[src/rtl/logicnet_pkg.sv]
// Shared definitions for the LogicNet input quantizer.
//   - 2-bit quantization code constants
//   - frame assembly state enum
//   - thr_slice(): extracts one threshold from the packed threshold vector
package logicnet_pkg;

    // Upper bounds for the generic threshold accessor. Thresholds wider than
    // THR_MAX_FEAT_W, or packed vectors longer than THR_MAX_W, are not supported.
    localparam int unsigned THR_MAX_FEAT_W = 32;
    localparam int unsigned THR_MAX_W      = 4096;

    localparam logic [1:0] CODE_LT_T0 = 2'b00;  // x < T0
    localparam logic [1:0] CODE_LT_T1 = 2'b01;  // T0 <= x < T1
    localparam logic [1:0] CODE_LT_T2 = 2'b10;  // T1 <= x < T2
    localparam logic [1:0] CODE_GE_T2 = 2'b11;  // x >= T2

    typedef enum logic [1:0] {
        COLLECT,
        DRAIN,
        HOLD
    } state_e;

    // Threshold k (0..2) of feature i. Feature i occupies 3*feat_w bits at
    // offset 3*feat_w*i, with T0 in the lowest slice. Result is zero-extended.
    function automatic logic [THR_MAX_FEAT_W-1:0] thr_slice(
        input logic [THR_MAX_W-1:0] thresh,
        input int unsigned          feat_w,
        input int unsigned          i,
        input int unsigned          k
    );
        logic [THR_MAX_W-1:0]      sh;
        logic [THR_MAX_FEAT_W-1:0] mask;
        sh   = thresh >> ((3 * i + k) * feat_w);
        mask = (THR_MAX_FEAT_W'(1) << feat_w) - THR_MAX_FEAT_W'(1);
        return sh[THR_MAX_FEAT_W-1:0] & mask;
    endfunction

endpackage

[src/rtl/logicnet_input_quantizer_feat_quant.sv]
// Combinational 2-bit quantizer for one signed sample.
//   sample     : signed input value
//   t0, t1, t2 : signed thresholds, expected t0 <= t1 <= t2
//   code       : 00 below t0, 01 below t1, 10 below t2, 11 otherwise
module logicnet_feat_quant
    import logicnet_pkg::*;
#(
    parameter int unsigned FEAT_W = 8
) (
    input  logic signed [FEAT_W-1:0] sample,
    input  logic signed [FEAT_W-1:0] t0,
    input  logic signed [FEAT_W-1:0] t1,
    input  logic signed [FEAT_W-1:0] t2,
    output logic        [1:0]        code
);

    always_comb begin
        if (sample < t0) begin
            code = CODE_LT_T0;
        end else if (sample < t1) begin
            code = CODE_LT_T1;
        end else if (sample < t2) begin
            code = CODE_LT_T2;
        end else begin
            code = CODE_GE_T2;
        end
    end

endmodule

[src/rtl/logicnet_input_quantizer.sv]
// Input quantizer feeding the first LogicNet layer.
// Accepts one signed sample per beat, quantizes it against per-feature
// thresholds and packs a full frame of 2-bit codes for layer0.
//   clk, rst            : clock, synchronous active-high reset
//   in_valid/in_ready   : sample handshake; in_data sample, in_last frame end
//   out_valid/out_ready : packed frame handshake; out_codes[2i+1:2i] = feature i
//   frame_err           : one-cycle pulse on a short or long frame
module logicnet_input_quantizer
    import logicnet_pkg::*;
#(
    parameter int unsigned                  NUM_FEAT = 8,
    parameter int unsigned                  FEAT_W   = 8,
    parameter logic [NUM_FEAT*3*FEAT_W-1:0] THRESH   = '0
) (
    input  logic                  clk,
    input  logic                  rst,
    input  logic                  in_valid,
    output logic                  in_ready,
    input  logic [FEAT_W-1:0]     in_data,
    input  logic                  in_last,
    output logic                  out_valid,
    input  logic                  out_ready,
    output logic [2*NUM_FEAT-1:0] out_codes,
    output logic                  frame_err
);

    localparam int unsigned IDX_W = (NUM_FEAT > 1) ? $clog2(NUM_FEAT) : 1;
    localparam logic [IDX_W-1:0] LAST_IDX = IDX_W'(NUM_FEAT - 1);
    localparam logic [THR_MAX_W-1:0] THRESH_EXT = THR_MAX_W'(THRESH);

    // Per-feature threshold tables, constant after elaboration
    logic signed [FEAT_W-1:0] t0_tab [NUM_FEAT];
    logic signed [FEAT_W-1:0] t1_tab [NUM_FEAT];
    logic signed [FEAT_W-1:0] t2_tab [NUM_FEAT];

    for (genvar g = 0; g < NUM_FEAT; g++) begin : g_thr
        assign t0_tab[g] = FEAT_W'(thr_slice(THRESH_EXT, FEAT_W, g, 0));
        assign t1_tab[g] = FEAT_W'(thr_slice(THRESH_EXT, FEAT_W, g, 1));
        assign t2_tab[g] = FEAT_W'(thr_slice(THRESH_EXT, FEAT_W, g, 2));
    end

    state_e state_q, state_d;

    logic [IDX_W-1:0]      idx_q, idx_d;
    logic                  s1_v_q;
    logic [FEAT_W-1:0]     s1_data_q;
    logic [IDX_W-1:0]      s1_idx_q;
    logic [1:0]            s1_code;
    logic [1:0]            shadow_q [NUM_FEAT];
    logic [2*NUM_FEAT-1:0] packed_d;
    logic [2*NUM_FEAT-1:0] out_codes_q;
    logic                  frame_err_q;

    logic accept, is_end, err_d, good_last;

    assign accept    = in_valid && in_ready;
    assign is_end    = (idx_q == LAST_IDX);
    // in_last must coincide exactly with the final index; anything else is a framing error
    assign err_d     = accept && (in_last != is_end);
    assign good_last = accept && in_last && is_end;

    always_comb begin
        idx_d = idx_q;
        if (accept) begin
            idx_d = (in_last || is_end) ? '0 : idx_q + IDX_W'(1);
        end
    end

    logicnet_feat_quant #(
        .FEAT_W (FEAT_W)
    ) u_quant (
        .sample (s1_data_q),
        .t0     (t0_tab[s1_idx_q]),
        .t1     (t1_tab[s1_idx_q]),
        .t2     (t2_tab[s1_idx_q]),
        .code   (s1_code)
    );

    // Shadow vector with the in-flight stage-1 code merged in, so DRAIN can
    // publish the frame in the same edge that writes its final code.
    always_comb begin
        packed_d = '0;
        for (int i = 0; i < NUM_FEAT; i++) begin
            packed_d[2*i +: 2] = shadow_q[i];
            if (s1_v_q && (s1_idx_q == IDX_W'(i))) begin
                packed_d[2*i +: 2] = s1_code;
            end
        end
    end

    always_ff @(posedge clk) begin
        if (rst) begin
            idx_q       <= '0;
            s1_v_q      <= 1'b0;
            s1_data_q   <= '0;
            s1_idx_q    <= '0;
            frame_err_q <= 1'b0;
            out_codes_q <= '0;
            for (int i = 0; i < NUM_FEAT; i++) begin
                shadow_q[i] <= '0;
            end
        end else begin
            idx_q       <= idx_d;
            s1_v_q      <= accept;
            frame_err_q <= err_d;
            if (accept) begin
                s1_data_q <= in_data;
                s1_idx_q  <= idx_q;
            end
            if (s1_v_q) begin
                shadow_q[s1_idx_q] <= s1_code;
            end
            if (state_q == DRAIN) begin
                out_codes_q <= packed_d;
            end
        end
    end

    // FSM: state register
    always_ff @(posedge clk) begin
        if (rst) begin
            state_q <= COLLECT;
        end else begin
            state_q <= state_d;
        end
    end

    // FSM: next state
    always_comb begin
        state_d = state_q;
        unique case (state_q)
            COLLECT: if (good_last) state_d = DRAIN;
            DRAIN:   state_d = HOLD;
            HOLD:    if (out_ready) state_d = COLLECT;
            default: state_d = COLLECT;
        endcase
    end

    // FSM: outputs; in_ready is gated by rst so it reads 0 while reset is held
    always_comb begin
        in_ready  = (state_q == COLLECT) && !rst;
        out_valid = (state_q == HOLD);
    end

    assign out_codes = out_codes_q;
    assign frame_err = frame_err_q;

endmodule

[config.mk]
export PLATFORM = sky130hd
export DESIGN_NAME = logicnet_input_quantizer
export DESIGN_NICKNAME = d
export VERILOG_FILES = /design/src/rtl/logicnet_pkg.sv /design/src/rtl/logicnet_input_quantizer_feat_quant.sv /design/src/rtl/logicnet_input_quantizer.sv
export SDC_FILE = /design/constraint.sdc
export NUM_CORES = 1
export LEC_CHECK = 0
export CORE_ASPECT_RATIO = 1.1
export CORE_UTILIZATION = 43
export DETAILED_ROUTE_END_ITERATION = 16
export PLACE_DENSITY = 0.8
export SETUP_SLACK_MARGIN = 0.3
export SYNTH_ARGS = -nofsm -noshare
export SYNTH_HDL_FRONTEND = slang
export SYNTH_SLANG_ARGS = --single-unit
[constraint.sdc]
create_clock -name clk -period 1.35 [get_ports clk]
set_input_delay 0.2025 -clock clk [delete_from_list [all_inputs] [get_ports clk]]
set_output_delay 0.2025 -clock clk [all_outputs]
set_load 0.005 [all_outputs]
After elaboration in Yosys (flattened, before gate mapping)
Memories as Yosys holds them, arrays and structs flattened. A register that Yosys moved wholly into a read port is not among the register bits.
Index checks and enable logic that the tools add are counted.
{ "totals": {"register_bits": 18, "ramBits": 16, "romBits": 64, "inputBits": 13, "out_inout_bits": 19, "word_cells": 43, "n_memories": 2} }
{ "op_classes": {"n_addsub": 1, "order_cmp": 2, "eq_ne": 6, "n_mux": 15, "bitwise_logic": 1, "n_reduce_logical": 10} }
{ "memory_table": {"columns": ["memory", "words", "word_bits", "read_ports", "rd_clocked_by_memory_dff", "wr", "line", "text"], "rows": [
  ["(no name shown)", 8, 8, 1, 0, 0, "logicnet_input_quantizer.sv:75", ".t2 (t2_tab[s1_idx_q]),"],
  ["shadow_q", 8, 2, 8, 8, 8, "logicnet_input_quantizer.sv:49", "logic [1:0] shadow_q [NUM_FEAT];"]
]} }
{ "ops": {"columns": ["op", "count"], "rows": [
  ["$mux W8", 2],
  ["$lt A8 B8 Y1", 1],
  ["$mux W2", 4],
  ["$mux W1", 6],
  ["$mux W3", 2],
  ["$pmux W2 S3", 1],
  ["$logic_and A1 B1 Y1", 5],
  ["$ge A4 B4 Y1 const B", 1],
  ["$not A3 Y4", 1],
  ["$add A3 B1 Y3 const B", 1],
  ["$eq A3 B3 Y1 const B", 1],
  ["$eq A2 B1 Y1 const B", 1],
  ["$eq A2 B2 Y1 const B", 1],
  ["$logic_not A2 Y1", 1],
  ["$ne A2 B1 Y1 const B", 1],
  ["$ne A2 B2 Y1 const B", 1],
  ["$reduce_and A2 Y1", 1],
  ["$reduce_or A2 Y1", 1],
  ["$logic_not A1 Y1", 1],
  ["$logic_or A1 B1 Y1", 1],
  ["$ne A1 B1 Y1", 1]
]} }

Longest topological paths before layout
{ "depth": {"depth_word": 7, "ltp_mapped": 6, "mapped_depth_nobuf": 6} }

Modules after synthesis
From an unflattened synthesis, not the netlist that was laid out.
{ "hier_totals": {"hier_cells": 305, "area_unflattened_um2": 2755.1} }
{ "by_module_without_submodules": {"columns": ["mod", "n_inst", "cells_each", "area_per_inst_um2", "seq_area_each_um2"], "rows": [
  ["logicnet_input_quantizer", 1, 226, 2169.6, 1161.1],
  ["logicnet_feat_quant", 1, 79, 585.6, 0.0]
]} }

Least setup slack after synthesis
No wires, ideal clock.
{ "synth_timing": {"path_type": "register -> register", "start": "register s1_idx_q[0]", "end": "memory shadow_q[0][0] (enable)", "setup_time_ps": 320, "arrival_time_ps": 1034, "required_ps": 1030, "slack_ps": -4, "path_stages_with_launch": 4, "path_buffers": 1, "period_less_slack_ps": 1354, "path_cell_list": "dfxtp_1 -> or3b_1 -> clkbuf_1 -> o31ai_1"} }
{ "synth_lines": {"columns": ["element", "line", "text"], "rows": [
  ["start: declaration", "logicnet_input_quantizer.sv:47", "logic [IDX_W-1:0] s1_idx_q;"],
  ["start signal: assignment", "logicnet_input_quantizer.sv:108", "s1_idx_q <= idx_q;"],
  ["end: declaration", "logicnet_input_quantizer.sv:49", null]
]} }

Worst setup path in the final report
{ "layout_timing": {"start": "register state_q[1]", "end": "register s1_idx_q[1]"} }
{ "layout_between": {"elab_chain_cells": 3} }
{ "layout_lines": {"columns": ["element", "line", "text"], "rows": [
  ["start: declaration", "logicnet_input_quantizer.sv:42", "state_e state_q, state_d;"],
  ["start signal: assignment", "logicnet_input_quantizer.sv:124", "state_q <= state_d;"],
  ["$logic_not A2 Y1", "logicnet_input_quantizer.sv:141", "in_ready = (state_q == COLLECT) && !rst;"],
  ["$logic_and A1 B1 Y1", "logicnet_input_quantizer.sv:141", null],
  ["$logic_and A1 B1 Y1", "logicnet_input_quantizer.sv:56", "assign accept = in_valid && in_ready;"]
]} }
Every way passes these cells.
A chain may end at the register's enable or synchronous reset.

==> impl_metrics.ini <==
[synth]
syn_area_per_cell_um2 = 9.16
ys_dominant_reg_cell = dfxtp_1
synth_top_area_share_pct = 30.1
ys_seq_elements = 27
syn_nets = 154
ys_seq_area_share_pct = 49.1
synthDistinctLibCells = 26
synth_most_common_cell = dfxtp_1
synth_edf_count = 8
synth-async-reset-ratio_pct = 0
synth.largest_area_cell = dfxtp_1
yosys_warnings = 0
syn_area_um2 = 1260
synth.area.top_cells = dfxtp_1, edfxtp_1, a311oi_1
synth_common_cells = dfxtp_1, nand2_1, inv_1, o21ai_0, nor2_1
syn_inst = 138

[worst_setup_path]
criticalPathCategory = reg2reg
reg2reg_slack_ns = -0.11
cp_slowest_stage_delay_ns = 0.50
crit_top_cell = buf_6
endpoint_kind = flop
startpoint_type = flop
critPathMaxFanout = 4
ff2ff_path_depth = 6
crit_arrival_ns = 1.71
cp_slowest_cell = or4b_4
reg2reg_from = state_q[1]$_SDFFE_PP0P_
r2r-end = s1_idx_q[1]$_SDFFE_PP0P_
required_ns = 1.59
path_cells = buf_6 -> or4b_4 -> buf_4 -> buf_6 -> nand2_1 -> a21oi_2

[final_layout]
final_nets = 203
layout-drive-gt1-share_pct = 76.3
fin_util_pct = 76.5
fill_cells = 180
antenna_cells = 0
area_growth_pct = 68.1

[power_and_ir_drop]
p_per_area_nw_per_um2 = 643
total_power_mw = 1.37
power.leakage_nw = 0.897
irDropWorstVdd_mv = 0.497

[die]
die_y_um = 58.9
die_area_um2 = 3160
die_width_um = 53.7
core_um2 = 2780
ios = 32
rows = 20
start_util_pct = 45.5

[worst_hold_path]
hold_depth = 3
whs_endpoint = state_q[1]$_SDFFE_PP0P_
hold_class = in2reg
min-delay-start = rst

[outcome]
violations = setup timing
status = complete, but fails checks

[drt]
drt-initial-drc-count = 23
vias_per_cell = 5.46
finalWirelength_um = 3800
vias = 1196
drc = 0
wire_per_inst_um = 17.3
ant_nets = 0
dr.pass1.iters = 4

[clock_network]
clock_sink_count = 27
clk_latency_ns = 0.33
clk_pin_slew_worst_paths_ns = 0.14
cts_tree = yes
root_buffer = clkbuf_4
htree_num_levels = 1
cts_buffers = 3
cts.path.max_buffers = 2

[global_routing]
grt_start_max_net_pins = 15
antenna_found_initial = 0
grt-ovfl-total = 0
track_usage_pct = 25.6
grt_pass1_vias = 1238
grt_first_pass_wirelength_um = 5810

[sta]
min_period_ns = 1.46
skew_ns = 0.00591
slew_headroom_pct = 79.5
tightestPinTransition_ns = 0.305
maxSlewViolCount = 0
hold_viol = 0
holdWs_ns = 0.293
setup_ws_ns = -0.113
setup_violations = 10
max_freq_mhz = 684
post-route-period-util_pct = 108
rsz0062_at_grt = true

[place]
io_buffers = 24
hpwlAfterDp_um = 1860
dp_slack_ns = -0.467
gp_congestion = 0.828

[run]
max_cap_violations = 0
[registers in the layout, indices dropped and copies added, names as in the netlist]
signal and count:
frame_err 1, idx_q 3, out_codes 8, s1_data_q 1, s1_idx_q 3, s1_v_q 1
shadow_q 8, state_q 2
[per-stage QoR]
stage / cells / area, µm² / TNS (ns)
floorplan: 138 / 1330 / 0
global placement: 190 / 1560 / -10.29
detailed placement: 190 / 1560 / -12.15
CTS: 216 / 1980 / -0.326
global route: 219 / 2120 / -1.12
finish: 219 / 2120 / -0.598
[worst max-delay path: cells and delay by family (launching register included)]
kind / cells / cell delay, ns
AND/OR/NAND/NOR: 2 / 0.58
flip-flops: 1 / 0.35
buffers and inverters: 3 / 0.39
AO/OA/AOI/OAI: 1 / 0.05
[timing repair]
action	in CTS	in global routing
pin swaps	21	14
cloned	3	0
setup buffers	19	3
hold buffers	0	0
resized for setup	164	39
endpoints found under the setup margin	53	42
[final cells by class]
cell class | count | area, µm² | area share (%)
clock buffers | 4 | 26.3 | 1.24
inverters | 13 | 65.1 | 3.06
multi-input cells | 82 | 779 | 36.7
flip-flops and latches | 27 | 644 | 30.3
well taps | 33 | 41.3 | 1.94
repair buffers | 59 | 559 | 26.3
repair inverters | 1 | 8.76 | 0.412
[worst max path at each step]
stage          slack, ns                startpoint                  endpoint  depth (start not counted)
4_1_cts            -0.07   state_q[1]$_SDFFE_PP0P_     idx_q[0]$_SDFFE_PP0P_                          6
2_1_floorplan       0.01  s1_idx_q[0]$_SDFFE_PP0P_  shadow_q[0][0]$_DFFE_PP_                          3
5_1_grt            -0.16   state_q[1]$_SDFFE_PP0P_     idx_q[0]$_SDFFE_PP0P_                          6
3_3_place_gp       -0.41                       rst  shadow_q[0][0]$_DFFE_PP_                          3
3_5_place_dp       -0.47                       rst  shadow_q[6][0]$_DFFE_PP_                          3
6_report           -0.11   state_q[1]$_SDFFE_PP0P_  s1_idx_q[1]$_SDFFE_PP0P_                          6
[cell usage in the layout, fill, tap and decap left out, types with 7 or more instances in the layout]
cell,netlist,routed
a311oi_2,0,8
buf_2,4,13
buf_4,8,15
buf_6,1,22
dfxtp_2,0,13
edfxtp_1,8,8
inv_2,0,7
nand2_1,18,9
[metal layers]
layer	share of wire, %	track usage, %
met5	0	0
met4	2.5	12.4
met3	2.6	3.36
met2	56	46.9
met1	39	27.9
[logic make-up after synthesis]
kind of cell	Yosys count	share of synthesized area, %
AO/OA/AOI/OAI	32	15.8
buffers and inverters	29	13.0
AND/OR/NAND/NOR	47	19.1
flip-flops	27	49.1
adder cells (fa/ha/maj)	3	2.97
[power by group]
part	internal, mW	switching, mW	total (mW)
Sequential	0.845	0.00990	0.855
Clock	0.116	0.239	0.355
Combinational	0.0733	0.0827	0.156
(Power assumes the default switching activity.)
